--- src/rtl/sa_pkg.sv ---
// -----------------------------------------------------------------------------
// sa_pkg
// Shared definitions for the systolic-array operand loader:
//   - state_t : loader FSM state encoding
//   - cnt_w() : width of the per-stream read counters
// -----------------------------------------------------------------------------
package sa_pkg;

    typedef enum logic [2:0] {
        IDLE  = 3'd0,
        LOAD  = 3'd1,
        DRAIN = 3'd2,
        FIRE  = 3'd3,
        WAIT  = 3'd4
    } state_t;

    // Counter must hold the longest stream length, max(X,Y)*N, inclusive.
    function automatic int unsigned cnt_w(input int unsigned x,
                                          input int unsigned y,
                                          input int unsigned n);
        int unsigned m;
        m = (x > y) ? x : y;
        return $clog2(m * n + 1);
    endfunction

endpackage

--- src/rtl/sa_stream_reader.sv ---
// -----------------------------------------------------------------------------
// sa_stream_reader
// Reads LEN consecutive operand words starting at a latched base address,
// one read per cycle, and replays the returned data as a valid-qualified
// beat stream two cycles behind the read strobe.
// Ports:
//   clk, sys_rst   : clock, synchronous active-high reset
//   i_launch       : start a new burst (base is latched, first read issued)
//   i_base         : burst base address
//   i_rd_data      : memory read data, valid one cycle after o_rd_en
//   o_rd_en/o_addr : memory read strobe and address
//   o_val/o_data   : output beat stream
//   o_last_c       : all LEN reads of the current burst have been issued
// -----------------------------------------------------------------------------
module sa_stream_reader #(
    parameter int unsigned LEN    = 12,
    parameter int unsigned CNT_W  = 4,
    parameter int unsigned MEM_AW = 8,
    parameter int unsigned IN_LEN = 8
) (
    input  logic              clk,
    input  logic              sys_rst,
    input  logic              i_launch,
    input  logic [MEM_AW-1:0] i_base,
    input  logic [IN_LEN-1:0] i_rd_data,
    output logic              o_rd_en,
    output logic [MEM_AW-1:0] o_addr,
    output logic              o_val,
    output logic [IN_LEN-1:0] o_data,
    output logic              o_last_c
);

    localparam logic [CNT_W-1:0] LEN_C = CNT_W'(LEN);

    logic [CNT_W-1:0]  r_cnt;      // reads issued in the current burst
    logic [MEM_AW-1:0] r_base;
    logic              r_rd_en_d1; // marks the cycle memory data is valid

    assign o_last_c = (r_cnt == LEN_C);

    // Read issue, address generation and 2-stage valid/data pipeline.
    always_ff @(posedge clk) begin
        if (sys_rst) begin
            r_cnt      <= '0;
            r_base     <= '0;
            r_rd_en_d1 <= 1'b0;
            o_rd_en    <= 1'b0;
            o_addr     <= '0;
            o_val      <= 1'b0;
            o_data     <= '0;
        end else begin
            r_rd_en_d1 <= o_rd_en;
            o_val      <= r_rd_en_d1;
            // Data is only captured on beats it belongs to, so nothing stale
            // leaks onto the stream between bursts.
            o_data     <= r_rd_en_d1 ? i_rd_data : '0;

            if (i_launch) begin
                r_base  <= i_base;
                r_cnt   <= CNT_W'(1);
                o_rd_en <= 1'b1;
                o_addr  <= i_base;
            end else if (o_rd_en) begin
                if (r_cnt < LEN_C) begin
                    // Address wraps modulo 2^MEM_AW by truncation.
                    o_addr <= r_base + MEM_AW'(r_cnt);
                    r_cnt  <= r_cnt + CNT_W'(1);
                end else begin
                    o_rd_en <= 1'b0;
                end
            end
        end
    end

endmodule

--- src/rtl/sa_operand_loader.sv ---
// -----------------------------------------------------------------------------
// sa_operand_loader
// Feeds a systolic array: on start, streams matrix A (X rows x N, row-major)
// and matrix B (N x Y columns, column-major) from two operand memories onto
// the array's X/Y input streams, pulses SA_start once both bursts have
// drained, then waits for the array's sa_done before signalling done.
// Ports:
//   clk, sys_rst                  : clock, synchronous active-high reset
//   start, x_base, y_base         : load request and operand base addresses
//   sa_done                       : array completion pulse
//   busy, done                    : loader status / completion pulse
//   xmem_rd_en/addr/rd_data       : A operand memory read port
//   ymem_rd_en/addr/rd_data       : B operand memory read port
//   Xin_val/Xin_data              : X-side beat stream to the array
//   Yin_val/Yin_data              : Y-side beat stream to the array
//   SA_start                      : array launch pulse
// -----------------------------------------------------------------------------
module sa_operand_loader
    import sa_pkg::*;
#(
    parameter int unsigned X      = 3,
    parameter int unsigned N      = 4,
    parameter int unsigned Y      = 3,
    parameter int unsigned IN_LEN = 8,
    parameter int unsigned MEM_AW = 8
) (
    input  logic              clk,
    input  logic              sys_rst,
    input  logic              start,
    input  logic [MEM_AW-1:0] x_base,
    input  logic [MEM_AW-1:0] y_base,
    input  logic              sa_done,
    output logic              busy,
    output logic              done,
    output logic              xmem_rd_en,
    output logic [MEM_AW-1:0] xmem_addr,
    input  logic [IN_LEN-1:0] xmem_rd_data,
    output logic              ymem_rd_en,
    output logic [MEM_AW-1:0] ymem_addr,
    input  logic [IN_LEN-1:0] ymem_rd_data,
    output logic              Xin_val,
    output logic [IN_LEN-1:0] Xin_data,
    output logic              Yin_val,
    output logic [IN_LEN-1:0] Yin_data,
    output logic              SA_start
);

    localparam int unsigned CNT_W = cnt_w(X, Y, N);

    state_t r_state;
    logic   r_drain;     // second DRAIN cycle marker
    logic   w_launch;
    logic   w_x_last;
    logic   w_y_last;

    assign w_launch = (r_state == IDLE) && start;

    sa_stream_reader #(
        .LEN    (X * N),
        .CNT_W  (CNT_W),
        .MEM_AW (MEM_AW),
        .IN_LEN (IN_LEN)
    ) u_x_reader (
        .clk       (clk),
        .sys_rst   (sys_rst),
        .i_launch  (w_launch),
        .i_base    (x_base),
        .i_rd_data (xmem_rd_data),
        .o_rd_en   (xmem_rd_en),
        .o_addr    (xmem_addr),
        .o_val     (Xin_val),
        .o_data    (Xin_data),
        .o_last_c  (w_x_last)
    );

    sa_stream_reader #(
        .LEN    (Y * N),
        .CNT_W  (CNT_W),
        .MEM_AW (MEM_AW),
        .IN_LEN (IN_LEN)
    ) u_y_reader (
        .clk       (clk),
        .sys_rst   (sys_rst),
        .i_launch  (w_launch),
        .i_base    (y_base),
        .i_rd_data (ymem_rd_data),
        .o_rd_en   (ymem_rd_en),
        .o_addr    (ymem_addr),
        .o_val     (Yin_val),
        .o_data    (Yin_data),
        .o_last_c  (w_y_last)
    );

    // Loader FSM with registered status/launch outputs.
    always_ff @(posedge clk) begin
        if (sys_rst) begin
            r_state  <= IDLE;
            r_drain  <= 1'b0;
            busy     <= 1'b0;
            done     <= 1'b0;
            SA_start <= 1'b0;
        end else begin
            done     <= 1'b0;
            SA_start <= 1'b0;
            case (r_state)
                IDLE: begin
                    // busy stays up through the done cycle, then follows start.
                    busy <= start;
                    if (start) begin
                        r_state <= LOAD;
                    end
                end
                LOAD: begin
                    r_drain <= 1'b0;
                    if (w_x_last && w_y_last) begin
                        r_state <= DRAIN;
                    end
                end
                DRAIN: begin
                    // Two cycles: the last read's data and its beat register.
                    if (r_drain) begin
                        r_state  <= FIRE;
                        SA_start <= 1'b1;
                    end else begin
                        r_drain <= 1'b1;
                    end
                end
                FIRE: begin
                    r_state <= WAIT;
                end
                WAIT: begin
                    if (sa_done) begin
                        r_state <= IDLE;
                        done    <= 1'b1;
                    end
                end
                default: begin
                    r_state <= IDLE;
                end
            endcase
        end
    end

endmodule

--- config.mk ---
export PLATFORM = sky130hd
export DESIGN_NAME = sa_operand_loader
export DESIGN_NICKNAME = d
export VERILOG_FILES = /design/src/rtl/sa_pkg.sv /design/src/rtl/sa_stream_reader.sv /design/src/rtl/sa_operand_loader.sv
export SDC_FILE = /design/constraint.sdc
export NUM_CORES = 1
export LEC_CHECK = 0
export CORE_ASPECT_RATIO = 0.9
export CORE_MARGIN = 8
export CORE_UTILIZATION = 49
export CTS_CLUSTER_SIZE = 14
export DETAILED_ROUTE_END_ITERATION = 7
export PLACE_DENSITY = 0.8
export SLEW_MARGIN = 20
export SYNTH_ARGS = -nofsm -noshare
export SYNTH_HDL_FRONTEND = slang
export SYNTH_SLANG_ARGS = --single-unit
--- constraint.sdc ---
create_clock -name clk -period 2.7 [get_ports clk]
set_input_delay 0.54 -clock clk [delete_from_list [all_inputs] [get_ports clk]]
set_output_delay 0.54 -clock clk [all_outputs]
set_load 0.05 [all_outputs]
==> results.txt <==
The arrival time of the worst setup path is 2.39 ns. The final clock skew is 0.005457 ns. The overall global routing resource usage came out at 16.18%.

In the final layout, the share of cells above drive strength 1 is 7.022%. The number of diodes is 0. The clock tree synthesis step divided the H-tree into 3 levels.

TritonCTS built the clock tree. The proportion of power drawn by flip-flops and latches is 45.0%. Timing would allow up to between 400 and 500 MHz. The count of cell types in the netlist came out at 41. Setup repair after global routing left no endpoint under its margin. The largest individual stage delay along the critical path comes from the cell sky130_fd_sc_hd__fa_1. The startpoint identified for the worst register-to-register timing path is u_x_reader.r_cnt[0]. The filler cells instantiated in the layout total 483. The power per cell area is 629.5 nW/um^2. The routed length on met2 is between 3000 and 4000 um. The endpoint identified for the worst register-to-register timing path is u_x_reader.o_addr[4]. The wire length of the first global-routing pass is 11,780 um. A synthesized cell averages 8.829 sq um.

The total via count in the routed design came out at 2,551. For this run, asynchronously set or reset flops after synthesis account for 0%. The maximum net fanout on the critical path is 5. The clock transition at the registers of the reported paths is ~0.070 ns. After synthesis, the cell types taking the most area are sky130_fd_sc_hd__dfxtp_1 46%, sky130_fd_sc_hd__nand2_1 7.1%, sky130_fd_sc_hd__a21oi_1 6.4%. The logic depth of the worst register-to-register path came out at 8. Once the clock tree was built, the resizer swapped 0 gates to a different size. The count of unresolved DRC violations after routing came out at 0. The type of the setup path with the least slack is flop to flop.

The critical path's largest stage delay is 0.44 ns. The origin of the worst min-delay path is u_x_reader.r_base[3]. The number of synthesized flops with an enable pin came out at 0. The highest metal layer carrying signal wires in the routed design is met4. The final net count came out at 458. In this run the static leakage power is ~1.5 nW. The number of clock buffers inserted by TritonCTS is 9. The instance area at placement came out at approximately 3700 sq um. The area share of the largest cell type after synthesis is 46.43%.

By instance count, the cell type seen most on the critical path is sky130_fd_sc_hd__nor3_1. The final setup violation count is 0. The path with the worst hold slack has its endpoint at u_x_reader.r_base[3]. The die width came out at 98.14 um. The share of the Yosys chip area taken by registers is between 40% and 50%. From synthesis to final layout, the design area changed by 32.84%. The sum of negative setup slack is 0 ns. The number of nets still failing antenna checks after routing came out at 0. The total count of max-transition violations in the final report came out at 0.

The number of global-route vias before repair came out at 2,466. The number of top-level design ports came out at 75. The type of origin of the critical path is a flop. Headroom to the max-slew limit came out at 64.71%. Yosys printed 0 warnings. The per-cell routed wire length is 14.54 um. The number of violations reported at the end of detailed-routing iteration 0 came out at 104. The run finished with clean final reports.

The starting density of the core is 49.76%. The path class of the lowest-slack min-delay path is flop to flop. The most used flip-flop cell after synthesis is sky130_fd_sc_hd__dfxtp_1. Synthesis inferred 69 register bits. The placeable core region is 5979 sq um. In this run the clock root is driven by a sky130_fd_sc_hd__clkbuf_8. The area occupied by registers came out at 1381 sq um. Hold repair after CTS inserted 0 buffers.

The internal reg-to-reg setup slack is between 0.5 and 0.6 ns. In this run, the clock network consumes 37.4% of the power. The number of antenna violations at the first check in global routing came to 0. The summed area of non-filler cells in the final layout came out at 3953 sq um.

The signal on the critical path passes through ha_1 > inv_1 > fa_1 > nand2b_1 > a21boi_1 > nor3_1 > o311a_1 > nor3_1. The initialized floorplan defines 27 standard-cell rows. The insertion delay of the later-clocked pin in the worst-skew pair came out at 0.34 ns. The largest net degree at the start of global routing came out at 26. The worst-case vdd ir drop is 0.4590 mV. The endpoint class of the critical path is a flop.

In this run the power spent charging and discharging nets is 0.6686 mW. The met3 wire length came out at 596 um. The last weighted congestion value of the routability-driven placer is roughly 0.89.

The setup fix buffers added after clock tree synthesis came out at 0. The required time at the worst-slack endpoint came out at 2.96 ns. Max-cap violations in this run came to 0.

Of all cell types, the one taking the most synthesized area is sky130_fd_sc_hd__dfxtp_1. The number of sinks on the clock net came out at 69. The first detailed-routing pass ran for 5 iterations. The internal power summed over all cells is between 1.5 and 2 mW.

The synthesized cell area is 2975 sq um. The y dimension of the die is 89.93 um. The area enclosed by the die boundary came out at 8825 sq um. In the post-synthesis netlist, the cell with the most instances is sky130_fd_sc_hd__dfxtp_1. The routed design could run at a clock period as short as about 2.1 ns. Input and output buffers added on the ports amount to 74. The routed length on met1 came out at 3350 um.

The multi-input combinational cells in the finished layout cover a total of 1441 sq um. The share of the core filled with cells in the final layout came out at roughly 66%. Global routing finished with a remaining overflow of 0. The part of the power in combinational logic is between 10% and 20%. The switching share of power is 26.87%.

Detailed placement ended at an HPWL of 5065 um. The post-synthesis net count is a little under 400. The worst-margin pin slew came out at 0.5276 ns. The worst hold path depth is 2. By count the netlist is led by 69 x sky130_fd_sc_hd__dfxtp_1, 56 x sky130_fd_sc_hd__nand2_1, 38 x sky130_fd_sc_hd__a21oi_1, 26 x sky130_fd_sc_hd__nor2_1, 19 x sky130_fd_sc_hd__and2_1. The final hold violation count is 0. The synthesized instance count is 337. The number of buffers on the longest clock path came out at 2.

Using the TritonRoute via totals, the vias-per-cell ratio works out to 5.260. The final layout contains routed wiring with a total length of 7053 um. The worst path uses around four fifths of the clock period.
kinds of logic after synthesis:
kind of cell	share of synthesized area (%)
AO/OA/AOI/OAI	18.38
XOR/XNOR	2.061
multiplexers	0.3364
buffers and inverters	5.130
flip-flops	46.43
adder cells (fa/ha/maj)	6.392
AND/OR/NAND/NOR	21.28
final cells by class:
cell class | instances | share of cell area (%)
Inverter | 13 | 1.235
Timing Repair Buffer | 78 | 19.37
Sequential cell | 69 | 34.95
Clock inverter | 4 | 1.773
Multi-Input combinational cell | 237 | 36.47
Tap cell | 72 | 2.279
Clock buffer | 12 | 3.925
routing by layer:
layer | GRT usage, % | vias up
met5 | 0 | -
met3 | 6.703 | 4
met2 | 24.52 | 110
li1 | - | 1282
met1 | 20.84 | 1155
met4 | 3.831 | 0
power groups by stage:
stage | Combinational, mW | Clock (mW) | Sequential (mW)
after floorplan | 0.179 | 0 | 1.25
after global placement | 0.434 | 0 | 1.14
after detailed placement | 0.438 | 0 | 1.14
final | 0.439 | 0.930 | 1.12
after CTS | 0.441 | 0.952 | 1.12
after global routing | 0.475 | 0.988 | 1.13
flip-flops by register name, indices dropped and copies added (netlist names), 4 cells and up:
name and flops:
u_x_reader.o_addr 8, u_x_reader.o_data 8, u_x_reader.r_base 8, u_x_reader.r_cnt 4, u_y_reader.o_addr 8, u_y_reader.o_data 8
u_y_reader.r_base 8, u_y_reader.r_cnt 4
worst max-delay path, delay by kind of cell (launching register included):
family,cells,cell delay (ns)
buf+inv,1,0.07
flops,1,0.41
simple gates,3,0.38
fa+ha+maj,2,0.66
compound gates,2,0.53
per-stage QoR:
step / total power [mW] / hold slack (ns) / setup slack (ns) / instances
5_1_grt: 2.589 / 0.4845 / 0.3825 / 485
4_1_cts: 2.511 / 0.4695 / 0.5616 / 485
2_1_floorplan: 1.424 / 0.4406 / 0.7519 / 337
6_report: 2.488 / 0.4697 / 0.5734 / 485
3_5_place_dp: 1.579 / 0.4564 / 0.6021 / 469
3_3_place_gp: 1.573 / 0.4481 / 0.6191 / 469
cell usage in the layout (no fill, tap or decap), types with 5 or more instances in the layout:
cell                              synthesis  final
sky130_fd_sc_hd__nand3_1                  7      7
sky130_fd_sc_hd__and2_1                  19     19
sky130_fd_sc_hd__dfxtp_1                 69     69
sky130_fd_sc_hd__inv_1                   13     13
sky130_fd_sc_hd__ha_1                    12     12
sky130_fd_sc_hd__clkbuf_8                 0     11
sky130_fd_sc_hd__nand2_1                 56     56
sky130_fd_sc_hd__nor3_1                   8      8
sky130_fd_sc_hd__clkdlybuf4s50_1          0     73
sky130_fd_sc_hd__a21oi_1                 38     38
sky130_fd_sc_hd__nand2b_1                 5      5
sky130_fd_sc_hd__nor2b_1                  5      5
sky130_fd_sc_hd__nor2_1                  26     26
worst max-delay path by stage:
stage / start / end / slack, ns / cells past startpoint
after floorplan: u_x_reader.r_cnt[0] / u_x_reader.o_addr[4] / 0.75 / 8
after detailed placement: start / u_x_reader.o_addr[2] / 0.60 / 5
after global placement: start / u_x_reader.o_addr[2] / 0.62 / 5
after CTS: u_x_reader.o_rd_en / xmem_rd_en / 0.56 / 1
final: u_x_reader.r_cnt[0] / u_x_reader.o_addr[4] / 0.57 / 8
after global routing: u_x_reader.r_cnt[0] / u_x_reader.o_addr[4] / 0.38 / 8
(Power assumes the default switching activity.)
